==> src/rtl/shifter_pipe.sv <==
// Pipelined barrel shifter: one registered shift level per count bit.
// Define SHIFTER_PIPE_ZFLAG_EN to add the registered out_zero flag.
module shifter_pipe #(
  parameter int WIDTH = 16,
  parameter int TAG_W = 4,
  localparam int CNT_W = $clog2(WIDTH)
) (
  input  logic             clk,
  input  logic             rst,
  input  logic             flush,
  input  logic             in_valid,
  output logic             in_ready,
  input  logic [WIDTH-1:0] in_data,
  input  logic [CNT_W-1:0] in_cnt,
  input  logic [1:0]       in_op,
  input  logic [TAG_W-1:0] in_tag,
  output logic             out_valid,
  input  logic             out_ready,
  output logic [WIDTH-1:0] out_data,
  output logic [TAG_W-1:0] out_tag
`ifdef SHIFTER_PIPE_ZFLAG_EN
  ,
  output logic             out_zero
`endif
);

  localparam int L = CNT_W - 1;

  logic [CNT_W-1:0] vld_q;
  logic [WIDTH-1:0] dat_q [CNT_W];
  logic [TAG_W-1:0] tag_q [CNT_W];
  logic [1:0]       op_q  [L];
  logic [CNT_W-1:0] cnt_q [L];

  logic [CNT_W-1:0] adv;
  logic [CNT_W-1:0] src_v;
  logic [WIDTH-1:0] src_d [CNT_W];
  logic [WIDTH-1:0] nxt_d [CNT_W];
  logic [TAG_W-1:0] src_t [CNT_W];
  logic [1:0]       src_op [CNT_W];
  logic [CNT_W-1:0] src_c [CNT_W];

  function automatic logic [WIDTH-1:0] shl(
    input logic [WIDTH-1:0] d,
    input logic [1:0]       op,
    input int               a
  );
    logic [WIDTH-1:0] r;
    r = d;
    if (a != 0) begin
      unique case (op)
        2'b00:   r = (d << a) | (d >> (WIDTH - a));
        2'b01:   r = d << a;
        2'b10:   r = $signed(d) >>> a;
        default: r = d >> a;
      endcase
    end
    return r;
  endfunction

  // A stage may load when empty or when its successor moves on.
  always_comb begin
    logic a;
    adv = '0;
    a = out_ready;
    for (int k = L; k >= 0; k--) begin
      a = !vld_q[k] || a;
      adv[k] = a;
    end
  end

  assign in_ready = adv[0];

  always_comb begin
    src_v[0]  = in_valid;
    src_d[0]  = in_data;
    src_t[0]  = in_tag;
    src_op[0] = in_op;
    src_c[0]  = in_cnt;
    for (int k = 1; k < CNT_W; k++) begin
      src_v[k]  = vld_q[k-1];
      src_d[k]  = dat_q[k-1];
      src_t[k]  = tag_q[k-1];
      src_op[k] = op_q[k-1];
      src_c[k]  = cnt_q[k-1];
    end
    for (int k = 0; k < CNT_W; k++) begin
      nxt_d[k] = shl(src_d[k], src_op[k],
                     src_c[k][k] ? (1 << k) : 0);
    end
  end

  always_ff @(posedge clk or posedge rst) begin
    if (rst) begin
      vld_q <= '0;
      for (int k = 0; k < CNT_W; k++) begin
        dat_q[k] <= '0;
        tag_q[k] <= '0;
      end
      for (int k = 0; k < L; k++) begin
        op_q[k]  <= '0;
        cnt_q[k] <= '0;
      end
    end else if (flush) begin
      vld_q <= '0;
    end else begin
      for (int k = 0; k < CNT_W; k++) begin
        if (adv[k]) begin
          vld_q[k] <= src_v[k];
          if (src_v[k]) begin
            dat_q[k] <= nxt_d[k];
            tag_q[k] <= src_t[k];
          end
        end
      end
      for (int k = 0; k < L; k++) begin
        if (adv[k] && src_v[k]) begin
          op_q[k]  <= src_op[k];
          cnt_q[k] <= src_c[k];
        end
      end
    end
  end

`ifdef SHIFTER_PIPE_ZFLAG_EN
  logic zf_q;

  always_ff @(posedge clk or posedge rst) begin
    if (rst) begin
      zf_q <= 1'b0;
    end else if (!flush && adv[L] && src_v[L]) begin
      zf_q <= (nxt_d[L] == '0);
    end
  end

  assign out_zero = zf_q;
`endif

  assign out_valid = vld_q[L];
  assign out_data  = dat_q[L];
  assign out_tag   = tag_q[L];

endmodule

==> config.mk <==
export PLATFORM = sky130hd
export DESIGN_NAME = shifter_pipe
export DESIGN_NICKNAME = d
export VERILOG_FILES = /design/src/rtl/shifter_pipe.sv
export SDC_FILE = /design/constraint.sdc
export NUM_CORES = 1
export LEC_CHECK = 0
export ABC_AREA = 1
export CAP_MARGIN = 20
export CORE_ASPECT_RATIO = 2
export CORE_MARGIN = 2
export CORE_UTILIZATION = 50
export CTS_CLUSTER_SIZE = 8
export DETAILED_ROUTE_END_ITERATION = 16
export PLACE_DENSITY = 0.74
export SLEW_MARGIN = 20
export SYNTH_ARGS = -nofsm -noshare
export SYNTH_HDL_FRONTEND = slang
export SYNTH_SLANG_ARGS = --single-unit
==> constraint.sdc <==
create_clock -name clk -period 2.7 [get_ports clk]
set_clock_uncertainty 0.15 [all_clocks]
set_input_delay 0.27 -clock clk [delete_from_list [all_inputs] [get_ports clk]]
set_output_delay 0.27 -clock clk [all_outputs]
set_load 0.05 [all_outputs]
==> impl_metrics.yaml, run 1 <==
floorplanning:
  start_util: 0.516
  num_rows: 52
  dieWidth_um: 76.3
  dieHeight_um: 149
  core_area_um2: 10100
  io_pins: 53
  dieArea_um2: 11300
critical_path:
  crit_path_max_fanout: 4
  worstSetupStartpointType: "flop"
  cp_cell_sequence: "inv_2 -> nor2_4 -> nand4_4 -> clkdlybuf4s50_1"
  arrival_ns: 1.81
  critical_path_class: "flop to primary output"
  slowest_delay_ns: 0.82
  worst_setup_path_end_kind: "primary output"
  r2r.worst_path.cells: 5
  cp.required_ns: 2.28
  cp_slowest_cell: "clkdlybuf4s50_1"
finish:
  syn_to_final_growth_pct: 13.1
  drive_above_1_share: 0.0745
  fin_nets: 764
  diodes: 0
sta:
  fin_setup_tns_ns: 0
  hold_violations: 0
  layout_setup_ws_ns: 0.471
  rsz0062_at_grt: "no"
  worst_slew_pin_slew_ns: 0.672
  clock.fmax_mhz: 449
  fin_crit_sh: 0.825
  relSlewSlack: 0.551
  min_period_ns: 2.23
  setup_viol: 0
  drv_slew: 0
pwr:
  power_mw: 4.67
  ir_drop_mv: 0.435
  intPower_mw: 2.91
  power.switching_mw: 1.76
  p_clk_frac: 0.258
  leakagePower_nw: 3.00
  seq_power_share: 0.436
  p_comb_frac: 0.306
  pwr_density_cell_nw_per_um2: 790
  power.share.switching: 0.377
routing:
  drt_wl_total_um: 11300
  wire_per_inst_um: 13.0
  drt_iter0_drc: 255
  ant_nets: 0
  wl_met3_um: 319
  drt_pass1_iterations: 4
  viasPerCell: 5.25
  top_layer: "met4"
  vias: 4583
  met2WireLength_um: 6570
  drc: 0
  m1WireLength_um: 4020
clock_network:
  cts_buffer_depth: 2
  numClockSinks: 96
  ctsHoldBuffers: 0
  cts_buffers: 9
  htreeDepth: 3
  root_buffer: "clkbuf_16"
  cts_resized: 0
  insertion_delay_ns: 0.35
  cts_setup_buffers: 0
  cts_tree: "built"
  clkTransAtPathRegs_ns: 0.07
global_routing:
  grt_antenna_before_repair: 0
  gr-usage-all-layers: 0.210
  grt_overflow: 0
  grt_pass1_vias: 4606
  grt_pass1_wl_um: 19400
  grt_max_degree: 43
synth:
  ys_types: 27
  synth_fp_nets: 745
  synthArstFlopShare: 1.00
  synth_edf_count: 0
  synth_flop_cell: "dfrtp_1"
  ys_warn_count: 0
  netlist_area_um2: 5230
  synth.avg_cell_area_um2: 7.33
  synthCells: 714
  synth-seq-area-share: 0.459
  ys_seq_elements: 96
place:
  gp_congestion: 0.946
  post-place-ws_ns: 0.485
  port_buffers: 52
  hpwl_um: 8660
flow_run:
  maxCapViolCount: 0
min_path:
  hp-class: "primary input to async pin"
run_status:
  status: "finished, final reports clean"
-- flip-flops by register name, indices dropped and copies added (netlist names) --
signal	cells
dat_q	48
out_data	16
src_t	12
cnt_q	6
op_q	6
out_tag	4
vld_q	4
-- kinds of logic (layout without fill, tap and decap cells) --
kind of cell | count (synthesis) | after routing | share of synthesized area
simple gates | 422 | 422 | 0.338
buf+inv | 103 | 127 | 0.107
flops | 96 | 96 | 0.459
compound gates | 93 | 93 | 0.0956
-- layout make-up --
class                   instances  area, um2
clock buffers                   9        225
clock inverters                 7       60.1
fillers                       988       4230
inverters                      50        193
multi-input cells             515       2270
flip-flops and latches         96       2400
well taps                     135        169
repair buffers                 61        601
-- layout by cell type, fill, tap and decap left out, types with 2 or more instances in the layout --
| cell type | Yosys | final |
|---|---|---|
| inv_1 | 41 | 40 |
| a21oi_1 | 35 | 35 |
| buf_4 | 24 | 8 |
| dfrtp_1 | 96 | 96 |
| a21oi_2 | 4 | 4 |
| nor2_4 | 3 | 3 |
| clkinv_4 | 0 | 2 |
| o21ai_2 | 3 | 3 |
| nand2_1 | 296 | 296 |
| nand2_4 | 4 | 4 |
| inv_6 | 0 | 4 |
| nand3_1 | 67 | 67 |
| clkdlybuf4s50_1 | 0 | 52 |
| clkbuf_16 | 0 | 9 |
| o21ai_0 | 36 | 36 |
| o21ai_1 | 11 | 11 |
| inv_2 | 7 | 7 |
| nor2_1 | 44 | 44 |
| o211ai_1 | 3 | 3 |
| or2_2 | 2 | 2 |
| clkinvlp_4 | 0 | 2 |
| nand3_2 | 2 | 2 |
-- final timing paths --
path | startpoint | to | slack (ns)
worst max-delay path | vld_q[3]$_DFFE_PP0P_ | in_ready | 0.47
worst min-delay path | rst | vld_q[1]$_DFFE_PP0P_ | 0.22
worst max register to register | cnt_q[6]$_DFFE_PP0P_ | dat_q[25]$_DFFE_PP0P_ | 0.82
worst min register to register | out_data[15]$_DFFE_PP0P_ | out_data[15]$_DFFE_PP0P_ | 0.33
max in group asynchronous | rst | dat_q[61]$_DFFE_PP0P_ | 1.45
min in group clk | out_data[15]$_DFFE_PP0P_ | out_data[15]$_DFFE_PP0P_ | 0.33
-- through the flow --
step	hold slack [ns]	cells	area, um2	utilization
floorplan	0.265	714	5240	-
global placement	0.306	857	5630	0.555
detailed placement	0.315	857	5630	0.555
CTS	0.228	873	5920	0.583
global route	0.273	873	5920	0.583
finish	0.216	873	5920	0.583
-- layer usage --
metal,up-vias,GRT usage
li1,2280,-
met5,-,0
met1,2168,0.187
met3,36,0.0382
met4,0,0.131
met2,99,0.419
-- worst max-delay path: cells and delay by family (launching register included) --
| kind | cells | cell delay [ns] |
|---|---|---|
| AND/OR/NAND/NOR | 2 | 0.13 |
| buffers and inverters | 2 | 0.90 |
| flip-flops | 1 | 0.42 |
-- power by group through the flow --
stage	clock (mW)	sequential (mW)	combinational [mW]
CTS	1.23	2.03	1.44
finish	1.21	2.04	1.43
floorplan	0	2.01	1.16
global route	1.30	2.08	1.57
detailed placement	0	2.05	1.43
global placement	0	2.04	1.39
-- cells in the mapped netlist, types with 2 or more instances --
| cell | instances | area share |
|---|---|---|
| o21ai_2 | 3 | 0.0050 |
| or2_2 | 2 | 0.0024 |
| o21ai_0 | 36 | 0.034 |
| a21oi_2 | 4 | 0.0067 |
| nand2_4 | 4 | 0.0086 |
| dfrtp_1 | 96 | 0.46 |
| o211ai_1 | 3 | 0.0043 |
| inv_2 | 7 | 0.0050 |
| nor2_4 | 3 | 0.0065 |
| nand3_2 | 2 | 0.0038 |
| clkbuf_1 | 2 | 0.0014 |
| buf_6 | 8 | 0.017 |
| inv_1 | 41 | 0.029 |
| nor2_1 | 44 | 0.032 |
| buf_2 | 19 | 0.018 |
| nand3_1 | 67 | 0.064 |
| a21oi_1 | 35 | 0.033 |
| nand2_1 | 296 | 0.21 |
| buf_4 | 24 | 0.034 |
| o21ai_1 | 11 | 0.011 |
Note: power is estimated with default switching activity, not from simulation.
==> inputs of run 2 (changes only) <==
--- a/config.mk
+++ b/config.mk
@@ -12,7 +12,7 @@
 export CORE_UTILIZATION = 50
 export CTS_CLUSTER_SIZE = 8
 export DETAILED_ROUTE_END_ITERATION = 16
-export PLACE_DENSITY = 0.74
+export PLACE_DENSITY = 0.72
 export SLEW_MARGIN = 20
 export SYNTH_ARGS = -nofsm -noshare
 export SYNTH_HDL_FRONTEND = slang
==> constraint.sdc (replaced) <==
create_clock -name clk -period 2.25 [get_ports clk]
set_clock_uncertainty 0.15 [all_clocks]
set_input_delay 0.225 -clock clk [delete_from_list [all_inputs] [get_ports clk]]
set_output_delay 0.225 -clock clk [all_outputs]
set_load 0.05 [all_outputs]
==> run 2 against run 1 <==
  * Design area increased by 0.99%
  * Combinational power increased by 22%
  * Hold slack improved by 0.0017 ns
  * Register-to-register slack got worse by 0.24 ns
  * Die area unchanged
  * Clock power increased by 29%
==> impl_metrics.yaml, run 2 (synthesis results as in run 1) <==
global_routing:
  grt_max_degree: 97
  grt_antenna_before_repair: 0
  grt_pass1_wl_um: 19000
  grt_overflow: 0
  gr-usage-all-layers: 0.207
  grt_pass1_vias: 4441
clock_network:
  cts_buffers: 9
  clkTransAtPathRegs_ns: 0.07
  cts_buffer_depth: 2
  numClockSinks: 96
  cts_resized: 0
  ctsHoldBuffers: 0
  cts_tree: "built"
  cts_setup_buffers: 0
  insertion_delay_ns: 0.34
  root_buffer: "clkbuf_16"
  htreeDepth: 3
routing:
  drt_iter0_drc: 241
  drt_pass1_iterations: 4
  wire_per_inst_um: 12.7
  ant_nets: 0
  drc: 0
  viasPerCell: 5.15
  vias: 4518
  drt_wl_total_um: 11100
pwr:
  power.switching_mw: 2.10
  p_clk_frac: 0.272
  seq_power_share: 0.422
  intPower_mw: 3.62
  p_comb_frac: 0.305
  pwr_density_cell_nw_per_um2: 957
  power_mw: 5.72
  power.share.switching: 0.367
  leakagePower_nw: 3.03
  ir_drop_mv: 0.452
sta:
  hold_violations: 0
  worst_slew_pin_slew_ns: 0.525
  drv_slew: 0
  fin_crit_sh: 0.881
  fin_setup_tns_ns: 0
  relSlewSlack: 0.649
  fin_hold_ws_ns: 0.217
  min_period_ns: 1.98
  setup_viol: 0
  rsz0062_at_grt: "no"
  layout_setup_ws_ns: 0.268
  clock.fmax_mhz: 504
finish:
  diodes: 0
  fin_nets: 769
  layout_commonest_cell: "nand2_1"
  fin_util: 0.589
  largest_reg_flops: 48
  registers.top_by_ff_count: "dat_q"
  drive_above_1_share: 0.0821
  layout_common_cells: "nand2_1 (296), dfrtp_1 (96), nand3_1 (67)"
  syn_to_final_growth_pct: 14.2
run_status:
  status: "finished, final reports clean"
critical_path:
  arrival_ns: 1.61
  crit_start: "vld_q[3]$_DFFE_PP0P_"
  worst_setup_path_end_kind: "primary output"
  cp.required_ns: 1.88
  crit_path_end: "in_ready"
  cp_slowest_cell: "dfrtp_1"
  r2r_start: "vld_q[3]$_DFFE_PP0P_"
  cp.depth: 4
  slowest_delay_ns: 0.42
  rrSetupSlack_ns: 0.58
  crit_path_max_fanout: 25
  r2r.worst_path.cells: 6
  cp_cell_sequence: "inv_2 -> nor2_4 -> nand4_4 -> buf_4"
  worstSetupStartpointType: "flop"
  cpLargestDelayFamily: "simple AND/OR/NAND/NOR gates"
  timing.rr.end: "dat_q[54]$_DFFE_PP0P_"
  critical_path_class: "flop to primary output"
  path_buf_inv: 2
floorplanning:
  start_util: 0.516
  dieHeight_um: 149
  io_pins: 53
  num_rows: 52
  dieWidth_um: 76.3
  core_area_um2: 10100
  dieArea_um2: 11300
place:
  hpwl_um: 8420
  port_buffers: 52
  post-place-ws_ns: 0.299
  gp_congestion: 0.925
min_path:
  hp-class: "primary input to async pin"
flow_run:
  maxCapViolCount: 0
## run 2: layout make-up
type | instances | area [um2]
Clock inverter | 7 | 83.8
Sequential cell | 96 | 2400
Fill cell | 970 | 4170
Clock buffer | 9 | 225
Tap cell | 135 | 169
Multi-Input combinational cell | 515 | 2270
Inverter | 50 | 193
Timing Repair Buffer | 66 | 636
## run 2: how the worst min path moves through the flow
| stage | startpoint | to | slack (ns) | depth (start not counted) |
|---|---|---|---|---|
| 5_1_grt | rst | dat_q[33]$_DFFE_PP0P_ | 0.29 | 3 |
| 3_3_place_gp | src_t[3]$_DFFE_PP0P_ | out_tag[3]$_DFFE_PP0P_ | 0.31 | 2 |
| 2_1_floorplan | in_cnt[2] | cnt_q[10]$_DFFE_PP0P_ | 0.22 | 2 |
| 4_1_cts | rst | dat_q[33]$_DFFE_PP0P_ | 0.24 | 3 |
| 3_5_place_dp | cnt_q[10]$_DFFE_PP0P_ | cnt_q[10]$_DFFE_PP0P_ | 0.31 | 2 |
| 6_report | rst | dat_q[21]$_DFFE_PP0P_ | 0.22 | 3 |
## run 2: per-layer routing
| layer | vias to the layer above | track usage | wire [um] |
|---|---|---|---|
| met5 | - | 0 | 0 |
| met4 | 0 | 0.126 | 401 |
| met3 | 35 | 0.0273 | 290 |
| met2 | 102 | 0.428 | 6500 |
| met1 | 2091 | 0.180 | 3920 |
| li1 | 2290 | - | - |
## run 2: worst register-to-register path, cell delays in order, from the launching register on
cell,delay (ns)
dfrtp_1,0.42
inv_2,0.06
nor2_4,0.11
nand4_4,0.33
nand2_4,0.37
nand2_1,0.10
nand2_1,0.07
## run 2: power by group through the flow
stage	clock network, mW	registers (mW)	logic (mW)
after floorplan	0	2.41	1.39
after global placement	0	2.43	1.70
after detailed placement	0	2.44	1.74
after CTS	1.59	2.42	1.75
after global routing	1.67	2.47	1.93
final	1.56	2.42	1.75
## run 2: per-stage QoR
stage,std cells,cell area (um2)
6_report,878,5980
5_1_grt,878,5980
4_1_cts,878,5980
3_5_place_dp,862,5670
3_3_place_gp,862,5670
2_1_floorplan,714,5240
==> inputs of run 3 (changes only) <==
--- a/config.mk
+++ b/config.mk
@@ -10,6 +10,7 @@
 export CORE_ASPECT_RATIO = 2
 export CORE_MARGIN = 2
 export CORE_UTILIZATION = 50
+export CTS_BUF_LIST = sky130_fd_sc_hd__clkbuf_8
 export CTS_CLUSTER_SIZE = 8
 export DETAILED_ROUTE_END_ITERATION = 16
 export PLACE_DENSITY = 0.72
==> run 3 against run 2 <==
  * Register-to-register slack about the same
  * Combinational power about the same
  * Critical endpoint unchanged
  * First-iteration DRC count up 16%
  * Non-clock buffer count unchanged
  * Critical path type unchanged
==> impl_metrics.yaml, run 3 (synthesis results as in run 1) <==
run_status:
  status: "finished, final reports clean"
floorplanning:
  core_area_um2: 10100
  dieHeight_um: 149
  dieWidth_um: 76.3
  start_util: 0.516
  io_pins: 53
  dieArea_um2: 11300
  num_rows: 52
routing:
  drt_pass1_iterations: 5
  ant_nets: 0
  drc: 0
  wire_per_inst_um: 12.5
  vias: 4479
  drt_wl_total_um: 11000
  drt_iter0_drc: 279
  viasPerCell: 5.10
global_routing:
  grt.met1_usage: 0.175
  grt_pass1_wl_um: 18700
  grt_antenna_before_repair: 0
  grt_overflow: 0
  gr-usage-all-layers: 0.204
  gr-usage-met3: 0.0376
  grt_max_degree: 97
  gr-usage-met2: 0.422
  top_usage_layer: "met2"
  grt_pass1_vias: 4429
critical_path:
  worst_setup_path_end_kind: "primary output"
  r2r_start: "vld_q[3]$_DFFE_PP0P_"
  arrival_ns: 1.64
  worstSetupStartpointType: "flop"
  cp.required_ns: 1.88
  crit_start: "vld_q[3]$_DFFE_PP0P_"
  critical_path_class: "flop to primary output"
  crit_path_max_fanout: 25
sta:
  rsz0062_at_grt: "no"
  clock.fmax_mhz: 496
  fin_hold_ws_ns: 0.176
  relSlewSlack: 0.651
  hold_violations: 0
  fin_crit_sh: 0.897
  drv_slew: 0
  fin_setup_tns_ns: 0
  min_period_ns: 2.02
  worst_slew_pin_slew_ns: 0.522
  setup_viol: 0
finish:
  layout_common_cells: "nand2_1 (296), dfrtp_1 (96), nand3_1 (67)"
  registers.top_by_ff_count: "dat_q"
  diodes: 0
  multi_input_area_um2: 2270
  layout.area.seq_um2: 2400
  final_cells: 878
  fin_nets: 769
  layout_commonest_cell: "nand2_1"
  fillCellCount: 978
  drive_above_1_share: 0.0821
  largest_reg_flops: 48
  fin_util: 0.579
  syn_to_final_growth_pct: 12.3
clock_network:
  clkTransAtPathRegs_ns: 0.10
  numClockSinks: 96
  root_buffer: "clkbuf_8"
  cts_setup_buffers: 0
  cts_buffers: 9
  ctsHoldBuffers: 0
  cts_tree: "built"
  cts_buffer_depth: 2
  htreeDepth: 3
  cts_resized: 0
  insertion_delay_ns: 0.37
place:
  gp_congestion: 0.925
  port_buffers: 52
  hpwl_um: 8420
  place_inst: 862
pwr:
  p_comb_frac: 0.327
  leakagePower_nw: 2.99
  power_mw: 5.32
  power.switching_mw: 2.05
  pwr_density_cell_nw_per_um2: 906
  intPower_mw: 3.27
  power.share.switching: 0.386
  ir_drop_mv: 0.440
  p_clk_frac: 0.219
  seq_power_share: 0.453
flow_run:
  maxCapViolCount: 0
min_path:
  hp-class: "primary input to async pin"
==> run 3: cell counts in the layout (fill, tap and decap cells not counted) <==
Identical to the previous run, type by type.
==> run 3: power groups by stage <==
stage	Clock, mW	Combinational, mW	Sequential, mW
3_3_place_gp	0	1.70	2.43
2_1_floorplan	0	1.39	2.41
6_report	1.17	1.74	2.41
5_1_grt	1.27	1.92	2.46
4_1_cts	1.19	1.75	2.41
3_5_place_dp	0	1.74	2.44
==> run 3: path summary, 6_finish.rpt <==
kind	end	slack [ns]	depth (start not counted)
worst max register to register	dat_q[56]$_DFFE_PP0P_	0.58	6
max in group asynchronous	cnt_q[3]$_DFFE_PP0P_	1.40	3
min in group clk	src_t[10]$_DFFE_PP0P_	0.24	3
worst min register to register	out_data[15]$_DFFE_PP0P_	0.33	2
worst min-delay path	dat_q[21]$_DFFE_PP0P_	0.18	3
worst max-delay path	in_ready	0.23	4
==> run 3: cell type report <==
class	instances	area share
clock inverter	7	0.0143
timing repair buffer	66	0.108
inverter	50	0.0328
sequential	96	0.409
multi-input combinational	515	0.386
tap	135	0.0287
clock buffer	9	0.0211
==> run 3: routing by layer <==
layer,share of wire,up-vias
met2,0.58,111
met3,0.031,32
li1,-,2298
met4,0.038,0
met5,0,-
met1,0.35,2038
==> run 3: stage by stage <==
stage	instance area (um2)	setup WS (ns)
after floorplan	5240	0.566
after global placement	5670	0.364
after detailed placement	5670	0.299
after CTS	5880	0.215
after global routing	5880	0.117
final	5880	0.233
==> run 3: critical path: stages, from the launching register on <==
cell and delay, ns:
dfrtp_1 0.43, inv_2 0.06, nor2_4 0.11, nand4_4 0.33
buf_4 0.34
